===== src/rtl/melody_sequencer.sv =====
// Melody sequencer: steps through a 16-entry note table and drives the tone
// select and enable of a sine PWM generator, one entry at a time.
module melody_sequencer #(
  parameter int unsigned TICK_DIV  = 50000,
  parameter int unsigned GAP_TICKS = 1
) (
  input  logic        clk,
  input  logic        rst,
  input  logic        wr_en,
  input  logic [3:0]  wr_addr,
  input  logic [11:0] wr_data,
  input  logic        start,
  input  logic        stop,
  output logic [3:0]  posT,
  output logic        tone_en,
  output logic        busy,
  output logic        done
);

  localparam int unsigned TW = $clog2(TICK_DIV);
  localparam int unsigned GW = $clog2(GAP_TICKS + 1);
  // Shared count register holds either a note duration (7 bits) or GAP_TICKS.
  localparam int unsigned CW = (GW > 7) ? GW : 7;

  typedef enum logic [1:0] {StIdle, StFetch, StPlay, StGap} state_e;

  state_e          r_state;
  logic [11:0]     r_table [16];
  logic [3:0]      r_addr;
  logic [TW-1:0]   r_tick;
  logic [CW-1:0]   r_cnt;
  logic            r_last;
  logic [3:0]      r_posT;
  logic            r_tone_en;
  logic            r_busy;
  logic            r_done;

  logic [11:0]     w_entry;
  logic [6:0]      w_dur;
  logic            w_tick_wrap;
  logic            w_cnt_last;
  logic            w_last_sel;
  logic            w_finish;
  state_e          w_adv_state;
  logic [3:0]      w_adv_addr;

  // In FETCH the last flag comes straight from the table; afterwards from the latch.
  assign w_entry     = r_table[r_addr];
  assign w_dur       = w_entry[10:4];
  assign w_tick_wrap = (r_tick == TW'(TICK_DIV - 1));
  assign w_cnt_last  = (r_cnt == CW'(1));
  assign w_last_sel  = (r_state == StFetch) ? w_entry[11] : r_last;
  assign w_finish    = w_last_sel || (r_addr == 4'hF);
  assign w_adv_state = w_finish ? StIdle : StFetch;
  assign w_adv_addr  = w_finish ? r_addr : r_addr + 4'd1;

  assign posT    = r_posT;
  assign tone_en = r_tone_en;
  assign busy    = r_busy;
  assign done    = r_done;

  // Note table: written in any state, cleared by reset.
  always_ff @(posedge clk) begin
    if (rst) begin
      for (int i = 0; i < 16; i++) begin
        r_table[i] <= 12'h000;
      end
    end else if (wr_en) begin
      r_table[wr_addr] <= wr_data;
    end
  end

  // Playback FSM with registered outputs; stop wins over start and completion.
  always_ff @(posedge clk) begin
    if (rst) begin
      r_state   <= StIdle;
      r_addr    <= 4'd0;
      r_tick    <= '0;
      r_cnt     <= '0;
      r_last    <= 1'b0;
      r_posT    <= 4'd0;
      r_tone_en <= 1'b0;
      r_busy    <= 1'b0;
      r_done    <= 1'b0;
    end else begin
      r_done <= 1'b0;
      unique case (r_state)
        StIdle: begin
          if (start && !stop) begin
            r_addr  <= 4'd0;
            r_state <= StFetch;
            r_busy  <= 1'b1;
          end
        end
        StFetch: begin
          if (stop) begin
            r_state   <= StIdle;
            r_busy    <= 1'b0;
            r_tone_en <= 1'b0;
          end else begin
            r_last <= w_entry[11];
            if (w_dur != 7'd0) begin
              r_state   <= StPlay;
              r_tick    <= '0;
              r_cnt     <= CW'(w_dur);
              r_posT    <= w_entry[3:0];
              r_tone_en <= 1'b1;
            end else begin
              // Zero-duration entry is skipped without sounding.
              r_state <= w_adv_state;
              r_addr  <= w_adv_addr;
              r_busy  <= !w_finish;
              r_done  <= w_finish;
            end
          end
        end
        StPlay: begin
          if (stop) begin
            r_state   <= StIdle;
            r_busy    <= 1'b0;
            r_tone_en <= 1'b0;
          end else if (w_tick_wrap) begin
            r_tick <= '0;
            if (w_cnt_last) begin
              r_tone_en <= 1'b0;
              if (GAP_TICKS != 0) begin
                r_state <= StGap;
                r_cnt   <= CW'(GAP_TICKS);
              end else begin
                r_state <= w_adv_state;
                r_addr  <= w_adv_addr;
                r_busy  <= !w_finish;
                r_done  <= w_finish;
              end
            end else begin
              r_cnt <= r_cnt - CW'(1);
            end
          end else begin
            r_tick <= r_tick + TW'(1);
          end
        end
        StGap: begin
          if (stop) begin
            r_state   <= StIdle;
            r_busy    <= 1'b0;
            r_tone_en <= 1'b0;
          end else if (w_tick_wrap) begin
            r_tick <= '0;
            if (w_cnt_last) begin
              r_state <= w_adv_state;
              r_addr  <= w_adv_addr;
              r_busy  <= !w_finish;
              r_done  <= w_finish;
            end else begin
              r_cnt <= r_cnt - CW'(1);
            end
          end else begin
            r_tick <= r_tick + TW'(1);
          end
        end
        default: r_state <= StIdle;
      endcase
    end
  end

endmodule


===== config.mk =====
export PLATFORM = sky130hd
export DESIGN_NAME = melody_sequencer
export DESIGN_NICKNAME = d
export VERILOG_FILES = /design/src/rtl/melody_sequencer.sv
export SDC_FILE = /design/constraint.sdc
export NUM_CORES = 1
export LEC_CHECK = 0
export ABC_AREA = 1
export CAP_MARGIN = 20
export CORE_MARGIN = 2
export CORE_UTILIZATION = 62
export CTS_CLUSTER_SIZE = 40
export DETAILED_ROUTE_END_ITERATION = 12
export PLACE_DENSITY = 0.8
export SYNTH_ARGS = -nofsm -noshare
export SYNTH_HDL_FRONTEND = slang
export SYNTH_SLANG_ARGS = --single-unit

===== constraint.sdc =====
create_clock -name clk -period 2.6 [get_ports clk]
set_input_delay 0.26 -clock clk [delete_from_list [all_inputs] [get_ports clk]]
set_output_delay 0.26 -clock clk [all_outputs]
set_load 0.02 [all_outputs]

# Word-level counts from Yosys, hierarchy flattened

Memory sizes are Yosys's and may differ from the RTL's. A register that Yosys moved wholly into a read port is not among the register bits.
Cells that the tools add are included.
W data, S select, Z words.

Bits in registers: 37
RAM bits: 192
Input port bits: 21
Output and inout bits: 7
Logic and storage cells: 122
Memories: 1

$add $sub $neg: 3
Eq/ne operators: 25
Muxes and demuxes: 64
Bitwise gates (word level): 2
Reduce and logical (&&, ||, !) cells: 18

Memory list:

| memory  | words | width | rd ports | clocked after memory_dff | write ports | RTL line | text |
|---|---|---|---|---|---|---|---|
| r_table | 16    | 12    | 1        | 1                        | 16          | 28       | `logic [11:0] r_table [16];` |

Operator list:

| operator                | count |
|---|---|
| $mux W16                | 4 |
| $mux W7                 | 8 |
| $mux W4                 | 10 |
| $pmux W16 S2            | 1 |
| $mux W1                 | 25 |
| $ne A2 B2 Y1 const B    | 12 |
| $pmux W7 S3             | 1 |
| $mux W2                 | 9 |
| $add A16 B1 Y16 const B | 1 |
| $eq A16 B16 Y1 const B  | 1 |
| $ne A3 B3 Y1 const B    | 5 |
| $reduce_and A5 Y1       | 3 |
| $mux W12                | 1 |
| $pmux W4 S3             | 1 |
| $reduce_or A12 Y1       | 1 |
| $pmux W2 S4             | 1 |
| $reduce_and A8 Y1       | 1 |
| $eq A7 B1 Y1 const B    | 1 |
| $reduce_and A7 Y1       | 1 |
| $reduce_bool A7 Y1      | 1 |
| $sub A7 B1 Y7 const B   | 1 |
| $add A4 B1 Y4 const B   | 1 |
| $eq A2 B2 Y1 const B    | 2 |
| $eq A4 B4 Y1 const B    | 1 |
| 17 further kinds        | 19 |

# Logic depth before layout (Yosys ltp)

Word-level depth: 10
Mapped depth: 17
Mapped depth without buffers: 15

# Worst setup path before layout

Ideal clock, no wire load.

Kind: register to register
Start: reg r_tick[0]
End: reg r_cnt[0]
Library setup time: 0.128 ns
Data arrival time: 1.802 ns
Required time: 2.472 ns
Path slack: 0.670 ns
Stages on the path, launching flop included: 13
Path buffers: 0
Period minus slack after synthesis: 1.930 ns
Cell sequence: dfxtp_1 > ha_1 > nand2_1 > nor2_2 > inv_1 > nor2_1 > nand2_1 > o21ai_0 > o2111ai_1 > nor2_2 > nand2_2 > o21ai_0 > nor2_1

Word-level cells in the longest chain between the ends: 3
Elaborated cells on any way between the ends: 4
Classes of those cells: eq/ne: 3; reduce/logical: 1

RTL lines:

| what                                   | RTL line | text |
|---|---|---|
| start, declared                        | 30       | `logic [TW-1:0] r_tick;` |
| start signal, assigned                 | 139      | `r_tick <= r_tick + TW'(1);` |
| start signal, assigned                 | 158      | `r_tick <= r_tick + TW'(1);` |
| $eq A16 B16 Y1 (*)                     | 50       | `assign w_tick_wrap = (r_tick == TW'(TICK_DIV - 1));` |
| $ne A2 B2 Y1 (no source line)          | n/a      |  |
| $reduce_and A8 Y1 (no source line) (*) | n/a      |  |
| end signal, assigned                   | 105      | `r_cnt <= CW'(w_dur);` |
| end signal, assigned                   | 128      | `r_cnt <= CW'(GAP_TICKS);` |
| end signal, assigned                   | 136      | `r_cnt <= r_cnt - CW'(1);` |
| end, declared                          | 31       | `logic [CW-1:0] r_cnt;` |

Every way passes the cells marked *; elsewhere a longest branch is shown, timed or not.
A chain may end at the register's enable or synchronous reset.

==> impl_metrics.env <==
export IMPL_drc=0
export IMPL_grt_setup_unrepaired="yes"
export IMPL_maxCapViolations=0
export IMPL_worst_slew_pin_transition_ns=0.864
export IMPL_cpMostUsedCell="nand3_1"
export IMPL_path_delay_family="simple AND/OR/NAND/NOR gates"
export IMPL_first_pass_iters=6
export IMPL_fin_area_sq_mm=0.0127
export IMPL_root_buffer="clkbuf_16"
export IMPL_synthTopCellsByArea="edfxtp_1 51%, nor2_1 10%, nand2_1 9.3%, dfxtp_1 7.3%, nand3_1 5.1%"
export IMPL_io_buffers=27
export IMPL_avgSynthCellArea_sq_um=8.70
export IMPL_seq_area_frac_synth_pct=58.5
export IMPL_slowest_stage="dfxtp_4"
export IMPL_finalSetupViolations=0
export IMPL_start_util_pct=62.9
export IMPL_clk_pin_slew_ns=0.06
export IMPL_final_common_cell="nor2_1"
export IMPL_period_share_pct=92.8
export IMPL_finalCriticalPeriod_ns=2.41
export IMPL_fin_nets=1348
export IMPL_wire_per_inst_um=18.9
export IMPL_areaGrowthSynthToFinish_pct=13.1
export IMPL_cts_path_max_buffers=3
export IMPL_syn_inst=1294
export IMPL_status="completed"
export IMPL_regArea_sq_mm=0.00659
export IMPL_crit_required_ns=2.99
export IMPL_grt_pass1_vias=8707
export IMPL_synth_top_area_share_pct=51.2
export IMPL_grt_overflow_total=0
export IMPL_syn_nets=1319
export IMPL_cts_tree="yes"
export IMPL_slew_viol_final=0
export IMPL_hold_class="reg2reg"
export IMPL_via_per_inst=5.96
export IMPL_gr_usage_all_layers_pct=30.5
export IMPL_dp_hpwl_mm=18.8
export IMPL_finClkSkew_ns=0.0153
export IMPL_ys_ff_latch=233
export IMPL_endpoint_kind="flip-flop"
export IMPL_pin_count=28
export IMPL_final_setup_tns_ns=0
export IMPL_gp_congestion=0.885
export IMPL_drtAntennaViolNets=0
export IMPL_fmax_ghz=0.414
export IMPL_worstPathBufferInverterCount=3
export IMPL_placed_area_sq_mm=0.0119
export IMPL_n_antenna_cell=0
export IMPL_fill_cells=1303
export IMPL_cp_start_kind="flip-flop"
export IMPL_drive_above_1_share_pct=7.77
export IMPL_path_class="reg2reg"
export IMPL_die_area_sq_mm=0.0193
export IMPL_fp_dieW_um=139
export IMPL_grt_max_degree=48
export IMPL_total_power_mw=10.9
export IMPL_vias=9342
export IMPL_p_per_area_mw_per_mm2=857
export IMPL_die_h_um=139
export IMPL_hold_viol=0
export IMPL_synth_distinct_cells=39
export IMPL_clock_sinks=233
export IMPL_rows=49
export IMPL_crit_arrival_ns=2.80
export IMPL_cts_buffers=24
export IMPL_ctsHtreeMaxLevel=1
export IMPL_cpPeakStageDelay_ns=0.39
export IMPL_utilization_pct=71.1
export IMPL_synth_area_sq_mm=0.0113
export IMPL_max_slew_margin_pct=42.3
export IMPL_totalWireLength_mm=29.6
export IMPL_synth_top_cell_by_area="edfxtp_1"
export IMPL_power_leakage_nw=5.20
export IMPL_final_cell_mix="306 x nor2_1, 278 x nand2_1, 192 x edfxtp_1"
export IMPL_antenna_found_initial=0
export IMPL_ir_worst_vdd_mv=0.719
export IMPL_multi_input_area_sq_mm=0.00392
export IMPL_clk_latency_ns=0.52
export IMPL_worst_path_max_fanout=47
export IMPL_crit_chain="inv_2, buf_12, nand2_1, nand3_1, nand3_1, nand3_1, nand2_1, nor2_1, nand2_1, nor2_4, nand2_4, buf_4, nand3_1, a21oi_1"
export IMPL_ys_warn_count=0
export IMPL_grt_pass1_wl_mm=46.2
export IMPL_core_sq_mm=0.0179
export IMPL_drt_iter0_markers=1153
-- flip-flops by register name (all words and copies together) (netlist names), named ones only --
register,flops
busy,1
done,1
posT,4
r_addr,4
r_cnt,7
r_last,1
r_state,2
r_table,192
r_tick,16
tone_en,1
-- power by group --
part           internal (mW)  leakage, nW  switching (mW)
sequential              4.34         2.17           0.183
clock                   2.17        0.398            1.39
combinational          0.954         2.63            1.88
-- worst min-delay path: cells and delay by family, from the launching register on --
| family | cells | cell delay (ns) |
|---|---|---|
| flip-flops | 1 | 0.31 |
| AND/OR/NAND/NOR | 1 | 0.06 |
| AO/OA/AOI/OAI | 1 | 0.05 |
-- Yosys cell counts --
library cell	number
xnor2_1	3
nor2_2	3
nand2_4	2
nor2_1	306
nor4_1	5
or2_2	2
nor2_4	1
nand2_2	2
o22ai_1	2
o21ai_2	1
nand3_2	1
inv_2	3
buf_6	5
nor3b_1	1
o21ai_0	52
nand3_1	115
edfxtp_1	192
clkbuf_1	51
o221ai_1	12
buf_1	1
buf_2	14
o31ai_1	2
nand3b_1	1
o21ai_1	11
nand4_1	6
ha_1	4
xor2_1	11
a21oi_1	34
o211ai_1	4
o2111ai_1	1
nor3_1	14
clkinv_1	1
a31oi_1	1
a22o_1	5
buf_4	7
a32o_1	2
nand2_1	278
dfxtp_1	41
inv_1	97
-- final timing paths --
check | from | endpoint | slack (ns) | cells after the start
worst max-delay path | flip-flop | r_cnt[1] | 0.19 | 14
worst min-delay path | r_cnt[6] | r_cnt[6] | 0.47 | 2
worst max register to register | flip-flop | r_cnt[1] | 0.19 | 14
worst min register to register | r_cnt[6] | r_cnt[6] | 0.47 | 2
-- cells by family (layout without fill, tap and decap cells) --
group / count (synthesis) / in the layout / synth area share [%]
AO/OA/AOI/OAI: 127 / 127 / 6.54
flip-flops: 233 / 233 / 58.5
AND/OR/NAND/NOR: 737 / 737 / 26.7
buffers and inverters: 179 / 224 / 6.69
XOR/XNOR: 14 / 14 / 1.09
adder cells (fa/ha/maj): 4 / 4 / 0.445
-- stage by stage --
step | setup WS [ns] | hold slack (ns) | instances
2_1_floorplan | 0.670 | 0.441 | 1294
3_3_place_gp | 0.237 | 0.454 | 1523
3_5_place_dp | 0.201 | 0.462 | 1523
4_1_cts | 0.157 | 0.472 | 1565
5_1_grt | -0.00800 | 0.510 | 1568
6_report | 0.186 | 0.467 | 1568
-- layout make-up --
| type | count | share of cell area (%) |
|---|---|---|
| clock inverters | 11 | 1.19 |
| clock buffers | 31 | 5.17 |
| inverters | 101 | 2.98 |
| repair buffers | 81 | 5.90 |
| well taps | 229 | 2.25 |
| multi-input cells | 882 | 30.8 |
| flip-flops and latches | 233 | 51.8 |
-- routing by layer --
layer / vias to the layer above / routed length (um) / global-route usage, %
met5: - / 0 / 0
met4: 0 / 1010 / 10.9
met3: 78 / 3470 / 6.60
met2: 592 / 13700 / 49.2
met1: 4344 / 11400 / 41.3
li1: 4328 / - / -
-- timing repair --
| action | CTS | global route |
|---|---|---|
| buffers inserted | 0 | 2 |
| hold buffers | 0 | 0 |
| endpoints found under the setup margin | 0 | 25 |
| gates resized for setup | 0 | 2 |
Power figures use the tool's default switching activity.
